**src/rtl/mux_arb_pkg.sv**
```systemverilog
// Shared definitions for the round-robin select controller of the 8:1 mux.
//   state_e   : controller state encoding
//   MUX_N     : default number of requesters / mux inputs
//   MUX_SEL_W : default select width ($clog2(MUX_N))
package mux_arb_pkg;

  localparam int MUX_N     = 8;
  localparam int MUX_SEL_W = 3;

  typedef enum logic [1:0] {
    ST_IDLE  = 2'd0,
    ST_GRANT = 2'd1,
    ST_GAP   = 2'd2
  } state_e;

endpackage

```
**src/rtl/rr_pick.sv**
```systemverilog
// Combinational round-robin winner selection.
//   req [N]     : request vector
//   ptr [SEL_W] : index with highest priority this round
//   any         : at least one request set
//   idx [SEL_W] : first set request scanning ptr, ptr+1, ... mod N
module rr_pick #(
  parameter int N     = 8,
  parameter int SEL_W = $clog2(N)
) (
  input  logic [N-1:0]     req,
  input  logic [SEL_W-1:0] ptr,
  output logic             any,
  output logic [SEL_W-1:0] idx
);

  logic [N-1:0]     rot;
  logic [SEL_W-1:0] off;

  // Rotating the doubled vector puts req[ptr] at bit 0, so the lowest set
  // bit of rot is the offset of the winner from ptr.
  always_comb begin
    rot = N'({req, req} >> ptr);
    off = '0;
    for (int i = N - 1; i >= 0; i--) begin
      if (rot[i]) off = SEL_W'(i);
    end
  end

  assign any = |req;
  // N is a power of two, so the SEL_W-bit add wraps mod N for free.
  assign idx = ptr + off;

endmodule

```
**src/rtl/mux_rr_sel_ctrl.sv**
```systemverilog
// Round-robin grant controller driving the select input of mux_8to1.
//   clk, rst_n  : clock, asynchronous active-low reset
//   req [N]     : level requests, held until granted
//   rel [N]     : release pulses, only the owner's bit is honoured in GRANT
//   gnt [N]     : registered one-hot grant, zero when nobody owns the mux
//   sel [SEL_W] : owner index, holds the last owner while idle
//   sel_valid   : high while a grant is active
//   timeout     : one-cycle pulse on a forced release
// Build option: define MUX_ARB_TIMEOUT_EN to add the hold counter that forces
// a release after HOLD_MAX grant cycles when another requester is waiting.
// Without it timeout is tied low and a grant is held until released.
//
// state    | meaning
// ---------+---------------------------------------------------------
// ST_IDLE  | no owner; arbitrate any pending request
// ST_GRANT | owner holds gnt/sel until release (or forced release)
// ST_GAP   | one bubble cycle for the mux to settle before re-arbitration
module mux_rr_sel_ctrl
  import mux_arb_pkg::*;
#(
  parameter int N        = MUX_N,
  parameter int SEL_W    = $clog2(N),
  parameter int HOLD_MAX = 16
) (
  input  logic             clk,
  input  logic             rst_n,
  input  logic [N-1:0]     req,
  input  logic [N-1:0]     rel,
  output logic [N-1:0]     gnt,
  output logic [SEL_W-1:0] sel,
  output logic             sel_valid,
  output logic             timeout
);

  state_e           state_q, state_d;
  logic [SEL_W-1:0] ptr_q, ptr_d;
  logic [N-1:0]     gnt_q, gnt_d;
  logic [SEL_W-1:0] sel_q, sel_d;
  logic             timeout_q, timeout_d;

  logic             pick_any;
  logic [SEL_W-1:0] pick_idx;
  logic             own_rel;
  logic             force_rel;

  rr_pick #(
    .N     (N),
    .SEL_W (SEL_W)
  ) u_pick (
    .req (req),
    .ptr (ptr_q),
    .any (pick_any),
    .idx (pick_idx)
  );

  // sel_q is the owner index while in GRANT; dropping the request counts as release.
  assign own_rel = rel[sel_q] | ~req[sel_q];

`ifdef MUX_ARB_TIMEOUT_EN
  localparam logic [7:0] HOLD_LAST = 8'(HOLD_MAX - 1);

  logic [7:0] hold_q, hold_d;

  always_ff @(posedge clk or negedge rst_n) begin
    if (!rst_n) hold_q <= '0;
    else        hold_q <= hold_d;
  end

  // Cleared while idle so it starts at zero on GRANT entry; saturates at the
  // terminal value so a competitor arriving late still triggers the release.
  always_comb begin
    hold_d = hold_q;
    if (state_q == ST_IDLE) begin
      hold_d = '0;
    end else if (state_q == ST_GRANT && hold_q != HOLD_LAST) begin
      hold_d = hold_q + 8'd1;
    end
  end

  assign force_rel = (state_q == ST_GRANT) && (hold_q == HOLD_LAST) && (|(req & ~gnt_q));
`else
  // HOLD_MAX only matters in the timeout build.
  logic unused_hold_max;
  assign unused_hold_max = ^HOLD_MAX;
  assign force_rel       = 1'b0;
`endif

  always_ff @(posedge clk or negedge rst_n) begin
    if (!rst_n) begin
      state_q   <= ST_IDLE;
      ptr_q     <= '0;
      gnt_q     <= '0;
      sel_q     <= '0;
      timeout_q <= 1'b0;
    end else begin
      state_q   <= state_d;
      ptr_q     <= ptr_d;
      gnt_q     <= gnt_d;
      sel_q     <= sel_d;
      timeout_q <= timeout_d;
    end
  end

  always_comb begin
    state_d = state_q;
    unique case (state_q)
      ST_IDLE:  if (pick_any) state_d = ST_GRANT;
      ST_GRANT: if (own_rel || force_rel) state_d = ST_GAP;
      ST_GAP:   state_d = ST_IDLE;
      default:  state_d = ST_IDLE;
    endcase
  end

  always_comb begin
    ptr_d     = ptr_q;
    gnt_d     = gnt_q;
    sel_d     = sel_q;
    timeout_d = 1'b0;
    unique case (state_q)
      ST_IDLE: begin
        if (pick_any) begin
          gnt_d = N'(1) << pick_idx;
          sel_d = pick_idx;
          ptr_d = pick_idx + SEL_W'(1);
        end
      end
      ST_GRANT: begin
        if (own_rel || force_rel) begin
          gnt_d     = '0;
          timeout_d = force_rel & ~own_rel;
        end
      end
      default: gnt_d = '0;
    endcase
  end

  assign gnt       = gnt_q;
  assign sel       = sel_q;
  assign sel_valid = (state_q == ST_GRANT);
  assign timeout   = timeout_q;

endmodule
```
**config.mk**
```make
export PLATFORM = sky130hd
export DESIGN_NAME = mux_rr_sel_ctrl
export DESIGN_NICKNAME = d
export VERILOG_FILES = /design/src/rtl/mux_arb_pkg.sv /design/src/rtl/rr_pick.sv /design/src/rtl/mux_rr_sel_ctrl.sv
export SDC_FILE = /design/constraint.sdc
export NUM_CORES = 1
export LEC_CHECK = 0
export CAP_MARGIN = 15
export CORE_MARGIN = 3
export CORE_UTILIZATION = 48
export CTS_BUF_LIST = sky130_fd_sc_hd__clkbuf_2 sky130_fd_sc_hd__clkbuf_4 sky130_fd_sc_hd__clkbuf_8
export CTS_CLUSTER_DIAMETER = 50
export DETAILED_ROUTE_END_ITERATION = 10
export HOLD_SLACK_MARGIN = 0.1
export PLACE_DENSITY = 0.79
export SLEW_MARGIN = 20
export SYNTH_ARGS = -nofsm -noshare
export SYNTH_HDL_FRONTEND = slang
export SYNTH_SLANG_ARGS = --single-unit
```
**constraint.sdc**
```tcl
create_clock -name clk -period 3.44 [get_ports clk]
set_input_delay 0.86 -clock clk [delete_from_list [all_inputs] [get_ports clk]]
set_output_delay 0.86 -clock clk [all_outputs]
set_load 0.005 [all_outputs]
```
# Yosys cells after proc, flatten, opt, wreduce, memory -nomap -nowiden
# Index checks and enable logic that the tools add are counted.
# word_totals
register_bits,16
latch_bits,0
mem_bits_rw,0
rom_bits,0
in_bits,18
elab_cells,36
memories,0
# op_classes
addsub,2
multipliers,0
div_mod_pow,0
n_lt_le_gt_ge,1
n_eq_ne,3
shifts,2
n_mux,18
bitwise_logic,2
reduce_logical,4
# ops
op,count
2-to-1 mux 3 bit,8
2-to-1 mux 8 bit,2
case mux 8 bit (2 select lines),1
>> shifter 16 x 3 -> 8 bit,1
OR reduction 8 bit,1
<< shifter 1 x 3 -> 8 bit (first input constant),1
binary-select mux 1 bit (select 3 bit),2
less-than comparator 3 x 4 -> 1 bit (second input constant),1
2-to-1 mux 2 bit,2
case mux 2 bit (2 select lines),1
AND reduction 2 bit,2
adder 3 x 1 -> 3 bit (second input constant),1
adder 3 bit,1
equality test 2 x 1 -> 1 bit (second input constant),1
logical NOT 2 bit,1
2-to-1 mux 1 bit,2
!= test 2 x 1 -> 1 bit (second input constant),1
!= test 2 bit (second input constant),1
inverter 1 bit,1
OR 1 bit,1

# Depth between registers and ports, before layout
# logic_depth
word_depth,13
mapped_depth,17

# Modules after synthesis
# From an unflattened synthesis, not the netlist that was laid out.
# hier_totals
cells_unflattened,145
hier_area_um2,1470.2
# by_module_without_submodules
mod,instances,cells_per_inst,area_per_inst_um2,seq_area_each_um2
mux_rr_sel_ctrl,1,95,950.9,400.4
rr_pick,1,50,519.2,0.0

# Worst setup path before layout
# OpenSTA, ideal clock, no wires.
# synth_timing
kind,input -> register
start,input req[4]
end,"register gnt_q[7], in the netlist gnt[7]"
setup_time_ns,0.121
t_arrival_ns,3.548
required_ns,3.319
path_slack_ns,-0.229
path_stages,13
cell_sequence,nor2b_1 a21o_1 mux2_2 a2111oi_0 o31a_1 ha_1 inv_1 fa_1 xnor2_1 nor3_1 nor2_1 ha_1 a22o_1
# synth_between
elab_chain_len,13
elab_cells_between_ends,21
# synth_lines
element,line,source
from (decl),mux_rr_sel_ctrl.sv:27,"input logic [N-1:0] req,"
>> shifter 16 x 3 -> 8 bit,rr_pick.sv:22,"rot = N'({req, req} >> ptr);"
2-to-1 mux 3 bit (8 in a row),rr_pick.sv:25,if (rot[i]) off = SEL_W'(i);
adder 3 bit,rr_pick.sv:31,assign idx = ptr + off;
<< shifter 1 x 3 -> 8 bit,mux_rr_sel_ctrl.sv:122,gnt_d = N'(1) << pick_idx;
2-to-1 mux 8 bit,mux_rr_sel_ctrl.sv:121,if (pick_any) begin
case mux 8 bit (2 select lines),mux_rr_sel_ctrl.sv:119,unique case (state_q)
to (signal assigned),mux_rr_sel_ctrl.sv:98,gnt_q <= gnt_d;
to (decl),mux_rr_sel_ctrl.sv:37,"logic [N-1:0] gnt_q, gnt_d;"
# Several ways; a longest one is shown, not always the timed one. The select of a mux whose other input is x is not followed.
# A chain may end at the register's enable or synchronous reset.

# Worst setup path in the final report
# Same ends and word-level chain as after synthesis.

==> run_results.csv <==
group,metric,value,unit
layout,diodes,0,
sta,fmax,0.303,GHz
yosys,syn_inst,162,
layout,final_cells,254,
layout,area_growth,48.7,%
job,cap_viol_max_count,0,
sta,hold_violations,0,
critical_path,crit_top_cell,"ha_2",
clock_tree,cts.reportedPaths.clkPinSlew,90,ps
yosys,synth_area_leaders,"dfrtp_1, nand2_1, mux4_1",
layout,layout_commonest_cell,"buf_4",
layout,nNetsFinal,249,
clock_tree,cts_htree_levels,1,
yosys,synth_top_family_by_area,"compound AO/OA/AOI/OAI gates",
sta,period_share,0.961,
yosys,synth-compound-area-share,0.266,
yosys,synth-simple-area-share,0.205,
global_routing,grt_pass1_wl,6930,um
critical_path,critical_path_arrival,3500,ps
die,dieHeight,61.2,um
yosys,synth-edff-count,0,
worst_hold_path,hp-class,"flop to flop",
placement,io_buffer_count,29,
power,vdd_ir_drop_max,674,uV
critical_path,critPathSlowestCell,"fa_2",
global_routing,grt_util_all_layers,0.248,
sta,whs,490,ps
sta,slew_headroom,0.550,
sta,slew_viol_final,0,
global_routing,grt_pass1_vias,1543,
die,die_w,61.2,um
yosys,synth_cell_types,51,
clock_tree,clockBufferDepth,2,
critical_path,end_kind,"flop",
yosys,ys.flop_type,"dfrtp_1",
yosys,synth.net_count,187,
global_routing,grt_max_degree,19,
critical_path,crit_chain,"buf_6 > nor2b_4 > a21o_1 > mux2_4 > a2111oi_4 > o31a_1 > ha_2 > inv_2 > fa_2 > xor2_2 > a21oi_2 > nor2_1 > ha_2 > a22o_1",
clock_tree,cts_tree,"built",
drt,wl_per_cell,17.2,um
layout,layout_common_cells,"buf_4, nand2_1, clkdlybuf4s50_1",
sta,worst_slew_pin_slew,673,ps
yosys,synth_adder_area_share,0.0650,
global_routing,grt_antenna_before_repair,0,
yosys,ys_ff_latch,16,
placement,place_hpwl,3270,um
critical_path,critPathMaxStageDelay,380,ps
sta,grt_setup_unrepaired,"no",
clock_tree,clock-sinks,16,
yosys,synth.area.mux_share,0.107,
die,row_count,19,
sta,final-setup-viol-count,0,
critical_path,startpoint_type,"input pin",
drt,postRouteAntennaNets,0,
run_status,status,"finished, final reports clean",
global_routing,grt_overflow_total,0,
placement,dpl.cell_count,243,
critical_path,criticalPathCategory,"input pin to flop",
sta,fin_crit,3300,ps
placement,gp_congestion,0.893,
sta,clock_skew,2.44,ps
drt,drtIter0Drc,73,
yosys,synth_xor_area_frac,0.0120,
clock_tree,clock_latency,300,ps
critical_path,critPathMaxFanout,5,
drt,wl,4380,um
yosys,synthArstFlopShare,1.00,
drt,vias,1553,
die,ios,31,
yosys,syn_area,0.00146,mm2
clock_tree,cts_buffers,3,
die,start_util,0.517,
die,coreArea,0.00283,mm2
critical_path,cp.required,3640,ps
drt,drc,0,
drt,dr.pass1.iters,4,
yosys,yosysTopAreaCell,"dfrtp_1",
die,die-area,0.00375,mm2
layout,drive_gt1_frac,0.417,
power,pwr_density_cell,1060,mW/mm2
critical_path,reg2reg_slack,190,ps
yosys,ys_seq_area_frac,0.274,
yosys,syn-mean-instance-area,9.04,um2
yosys,synth-warning-count,0,
drt,vias_per_cell,6.11,
clock_tree,holdBufCountCts,0,
yosys,netlist.area_leader.share,0.274,
power,p_leak,0.000920,uW
clock_tree,clockRootBuffer,"clkbuf_4",
state kept, by name, summed over array words and instances, names as in the netlist:
register	flops
state_q	2
sel	3
gnt	8
ptr_q	3
timing repair:
| item | in CTS | in global routing |
|---|---|---|
| resized for setup | 50 | 27 |
| buffers inserted | 6 | 3 |
| setup endpoints to repair | 12 | 10 |
| pin swaps | 10 | 13 |
logic make-up (layout without fill, tap and decap cells):
kind of cell,Yosys count,after routing
AND/OR/NAND/NOR,59,59
adder cells (fa/ha/maj),7,7
multiplexers,8,8
other,1,1
buffers and inverters,19,80
XOR/XNOR,2,2
flip-flops,16,16
AO/OA/AOI/OAI,50,50
through the flow:
step / setup TNS, ps / util / setup slack [ps] / cell area [um2] / total power (uW)
6_report: 0 / 0.770 / 136 / 2180 / 2310
3_3_place_gp: -5550 / 0.697 / -576 / 1970 / 1710
3_5_place_dp: -6870 / 0.697 / -657 / 1970 / 1790
2_1_floorplan: 0 / - / 37.0 / 1480 / 1280
5_1_grt: 0 / 0.770 / 5.14 / 2180 / 2510
4_1_cts: -38.5 / 0.743 / -26.5 / 2100 / 2150
metal layers:
metal  track usage  routed length [um]  vias up
li1              -                   -      723
met1         0.283                1660      751
met2         0.471                2350       68
met3        0.0273                 251       11
met4        0.0898                 116        0
met5             0                   0        -
final cells by class:
type	count	area, um2
clock buffers	4	36.3
well taps	31	38.8
fillers	190	652
flip-flops and latches	16	402
repair buffers	67	571
inverters	9	33.8
multi-input cells	127	1100
path summary, 6_finish.rpt:
kind,from,endpoint,cells past startpoint
max in group asynchronous,rst_n,ptr_q[0]$_DFFE_PN0P_,1
min in group asynchronous,rst_n,gnt[2]$_DFFE_PN0P_,1
hold reg to reg,gnt[4]$_DFFE_PN0P_,gnt[4]$_DFFE_PN0P_,2
setup reg to reg,ptr_q[0]$_DFFE_PN0P_,gnt[7]$_DFFE_PN0P_,15
setup / recovery,req[4],gnt[7]$_DFFE_PN0P_,14
hold / removal,gnt[4]$_DFFE_PN0P_,gnt[4]$_DFFE_PN0P_,2
report_power, final:
group	internal (uW)	leakage [uW]	total (uW)	switching (uW)
Sequential	261	0.000206	358	97.5
Clock	64.7	0.0000210	127	61.9
Combinational	904	0.000693	1820	918
cells in the mapped netlist (all sizes together) (4+ instances only):
| library cell | instances |
|---|---|
| a211oi | 4 |
| a21o | 5 |
| a21oi | 10 |
| buf | 4 |
| clkbuf | 6 |
| dfrtp | 16 |
| ha | 6 |
| inv | 8 |
| mux4 | 5 |
| nand2 | 22 |
| nand2b | 4 |
| nor2 | 9 |
| nor3 | 10 |
| o21ai | 7 |
| o31ai | 8 |
worst max-delay path: cells and delay by family:
kind,cells,cell delay (ps)
XOR/XNOR,1,210
buffers and inverters,2,140
AO/OA/AOI/OAI,5,1080
AND/OR/NAND/NOR,2,190
multiplexers,1,280
adder cells (fa/ha/maj),3,750
Power figures use the tool's default switching activity.
